$ cat src/rtl/axis_pkt_gen_pkg.sv
// Shared definitions for the AXI-Stream packet generator: FSM encoding
// and default bus widths.
package axis_pkt_gen_pkg;

    typedef enum logic {
        IDLE = 1'b0,
        SEND = 1'b1
    } state_t;

    localparam int DEFAULT_DATA_W = 8;
    localparam int DEFAULT_LEN_W  = 8;

endpackage

$ cat src/rtl/axis_pkt_gen.sv
// AXI-Stream packet generator: on start, emits pkt_len beats of an
// incrementing data pattern beginning at seed, honouring m_ready backpressure.
module axis_pkt_gen
    import axis_pkt_gen_pkg::*;
#(
    parameter int DATA_W = DEFAULT_DATA_W,
    parameter int LEN_W  = DEFAULT_LEN_W
) (
    input  logic              clk,
    input  logic              reset,
    input  logic              start,
    input  logic [LEN_W-1:0]  pkt_len,
    input  logic [DATA_W-1:0] seed,
    output logic [DATA_W-1:0] m_data,
    output logic              m_valid,
    output logic              m_last,
    input  logic              m_ready,
    output logic              busy,
    output logic              done,
    output logic [15:0]       pkt_count
);

    state_t            state_q;
    logic [DATA_W-1:0] data_q;
    logic [LEN_W-1:0]  rem_q;    // beats still to send after the one on the bus
    logic              valid_q;
    logic              last_q;
    logic              done_q;
    logic [15:0]       count_q;

    always_ff @(posedge clk) begin
        if (reset) begin
            state_q <= IDLE;
            data_q  <= '0;
            rem_q   <= '0;
            valid_q <= 1'b0;
            last_q  <= 1'b0;
            done_q  <= 1'b0;
            count_q <= '0;
        end else begin
            done_q <= 1'b0;
            case (state_q)
                IDLE: begin
                    if (start && (pkt_len != '0)) begin
                        state_q <= SEND;
                        data_q  <= seed;
                        rem_q   <= pkt_len - 1'b1;
                        valid_q <= 1'b1;
                        last_q  <= (pkt_len == LEN_W'(1));
                    end
                end
                SEND: begin
                    if (valid_q && m_ready) begin
                        if (last_q) begin
                            state_q <= IDLE;
                            valid_q <= 1'b0;
                            last_q  <= 1'b0;
                            done_q  <= 1'b1;
                            count_q <= count_q + 16'd1;
                        end else begin
                            // Next beat is the last when only one remains after it.
                            data_q <= data_q + 1'b1;
                            rem_q  <= rem_q - 1'b1;
                            last_q <= (rem_q == LEN_W'(1));
                        end
                    end
                end
                default: state_q <= IDLE;
            endcase
        end
    end

    assign m_data    = data_q;
    assign m_valid   = valid_q;
    assign m_last    = last_q;
    assign busy      = (state_q == SEND);
    assign done      = done_q;
    assign pkt_count = count_q;

endmodule

$ cat config.mk
export PLATFORM = sky130hd
export DESIGN_NAME = axis_pkt_gen
export DESIGN_NICKNAME = d
export VERILOG_FILES = /design/src/rtl/axis_pkt_gen_pkg.sv /design/src/rtl/axis_pkt_gen.sv
export SDC_FILE = /design/constraint.sdc
export NUM_CORES = 1
export LEC_CHECK = 0
export CAP_MARGIN = 25
export CORE_UTILIZATION = 54
export DETAILED_ROUTE_END_ITERATION = 12
export PLACE_DENSITY = 0.82
export REMOVE_ABC_BUFFERS = 1
export SLEW_MARGIN = 20
export SYNTH_ARGS = -nofsm -noshare
export SYNTH_HDL_FRONTEND = slang
export SYNTH_SLANG_ARGS = --single-unit
export TNS_END_PERCENT = 10
$ cat constraint.sdc
create_clock -name clk -period 4.1 [get_ports clk]
set_input_delay 1.025 -clock clk [delete_from_list [all_inputs] [get_ports clk]]
set_output_delay 1.025 -clock clk [all_outputs]
set_load 0.01 [all_outputs]
==> results.txt <==
status = complete, no violations
fraction of layout cells with a size suffix above 1 = 0.0649
final setup vio count = 0
Port Buffer Count = 47
Final nets = 334
Clk pwr share = 0.365
chip width = 64.5 um
Final Cycle Share = 0.734
number of H-tree levels = 2
number of global-route vias before repair = 1,834
P_int = 621 uW
final max-slew violation count = 0
Vias/cell = 5.93
Least-Margin Pin Slew = 0.670 ns
postcts setup bufs = 0
synthesized instance count = 263
Post-route DRC = 0
pre-CTS setup slack = 0.856 ns
Core Area = 0.00372 mm^2
CTS tree = built
switch share = 0.273
die area = 0.00417 mm^2
startpoint types = primary input
gr usage total = 0.257
grt total ovfl = 0
hold crit path type = flip-flop to flip-flop
maximum vdd drop = 0.305 mV
Initial Utilization = 0.568
leading register cell type out of synthesis = dfxtp_1
wire per inst = 14.5 um
ys async rst share = 0
final instance area = 0.00273 mm^2
total negative setup slack = 0 ns
Layout Skew = 0.0120 ns
clk_lat worst skew = 0.29 ns
Worst Setup Path Type = primary input to flip-flop
Max Cap Violations = 0
Max Root-Sink Buffers = 2
Arr. time, crit path = 3.19 ns
CTS Sinks = 36
clock-pin slew on the worst setup and hold paths = 0.07 ns
Max Freq = 332 MHz
# hold bufs at CTS = 0
Post-Syn Area = 0.00211 mm^2
cell row count = 22
initial antenna violation count = 0
via count = 2,110
post_cts resized = 0
drt pass-1 iters = 4
I/O pin count = 48
Logic pwr share = 0.187
sequential fraction of the synthesis area = 0.341
RSZ-0062 raised after global routing = false
Post-DP Area = 0.00261 mm^2
drt initial violations = 217
Seq cells post-synth = 36
Hold Violations, Final = 0
first-pass GRT wire length = 8280 um
ANT cells = 0
setup ws final = 1.09 ns
final wirelength = 5150 um
die height = 64.5 um
CTS root buf = clkbuf_8
CTS buffer count = 5
headroom to the max-slew limit = 0.549
Worst EP required = 4.28 ns
Layout area overhead = 29.0%
Syn Area/Cell = 8.03 um^2
post-synth cell types = 49
Switch Pwr = 233 uW
kind of end point of the critical path = flip-flop
Ys Warns = 0
hpwl dp = 3570 um
largest net degree at the start of global routing = 38
Pwr Density = 313 mW/mm^2
Max FO, Critical Path = 13
GPL Wtd Cong = 0.879
post-route ant nets = 0
Reg power frac = 0.448
Final Critical Period = 3.01 ns
Post-synth EDFFs = 0
Leak Pwr = 0.000942 uW
## per-stage QoR
step / std cells / utilization / power (uW) / hold WS [ns]
floorplan: 249 / - / 476 / 0.451
finish: 356 / 0.733 / 854 / 0.491
CTS: 356 / 0.733 / 856 / 0.495
global route: 356 / 0.733 / 889 / 0.508
global placement: 348 / 0.703 / 546 / 0.466
detailed placement: 348 / 0.703 / 547 / 0.484
## path summary, 6_finish.rpt
path                                                    to  slack (ns)  cells past startpoint                       start
worst max register to register  pkt_count[14]$_SDFFE_PP0P_        2.08                      5             busy$_SDFF_PP0_
worst max-delay path                 rem_q[4]$_SDFFE_PP0P_        1.09                      5                  pkt_len[5]
worst min register to register  pkt_count[15]$_SDFFE_PP0P_        0.49                      2  pkt_count[15]$_SDFFE_PP0P_
worst min-delay path            pkt_count[15]$_SDFFE_PP0P_        0.49                      2  pkt_count[15]$_SDFFE_PP0P_
## state kept, by name, indices dropped and copies added, names as in the netlist
signal and count:
m_valid 1, rem_q 8, done 1, busy 1
pkt_count 16, m_data 8, m_last 1
## worst max-delay path, cell delays in order
cell and delay [ns]:
clkdlybuf4s50_1 0.51, nor4_4 0.48, a311o_1 0.61, nand2_1 0.25, a32o_1 0.30
## cell usage after synthesis, drive strengths merged (5+ instances only)
cell type	instances	share of area
nor3	14	0.033
nand2	22	0.039
nand3	15	0.036
o22ai	6	0.018
nand4	5	0.022
buf	6	0.014
nor4	5	0.022
inv	13	0.023
a21oi	18	0.043
dfxtp	36	0.34
xnor2	8	0.033
ha	7	0.041
clkbuf	8	0.014
o21ai	8	0.019
nor2	23	0.041
o32ai	6	0.025
## placed cells by master (no fill, tap or decap), types with 4 or more instances in the layout
master           netlist  routed
o22ai_1                6       6
buf_4                  0       4
xnor2_1                8       8
clkbuf_8               0       5
or4_1                  4       4
nor3_1                14      14
o32ai_1                6       6
a22oi_1                4       4
ha_1                   7       7
clkdlybuf4s50_1        0      47
nor2_1                23      23
o21ai_0                8       8
xor2_1                 4       4
a21oi_1               18      18
nand4_1                4       4
nand2_1               22      22
inv_1                 13      13
dfxtp_1               36      36
nand2b_1               4       4
nand3_1               15      15
nor4_1                 4       4
or3_1                  4       4
## power groups by stage
stage | sequential, uW | combinational (uW) | clock [uW]
after detailed placement | 390 | 157 | 0
after global placement | 390 | 156 | 0
final | 383 | 160 | 312
after floorplan | 395 | 81.1 | 0
after global routing | 385 | 174 | 330
after CTS | 382 | 158 | 316
## layer usage
layer / track usage / vias up / wire (um)
met4: 0.0917 / 0 / 43
li1: - / 1056 / -
met2: 0.443 / 73 / 2600
met1: 0.307 / 975 / 2290
met5: 0 / - / 0
met3: 0.0616 / 6 / 222
## cells by family after synthesis
logic type / synth area share
compound gates: 0.218
xor+xnor: 0.0498
fa+ha+maj: 0.0415
buf+inv: 0.0509
flops: 0.341
mux: 0.0142
simple gates: 0.284
## area by class of cell
class                   count  area, um^2
repair buffers             51         500
well taps                  48        60.1
flip-flops and latches     36         721
clock buffers               5        68.8
clock inverters             3        42.5
inverters                  13        48.8
multi-input cells         200        1280
fillers                   301         991
(Power assumes the default switching activity.)
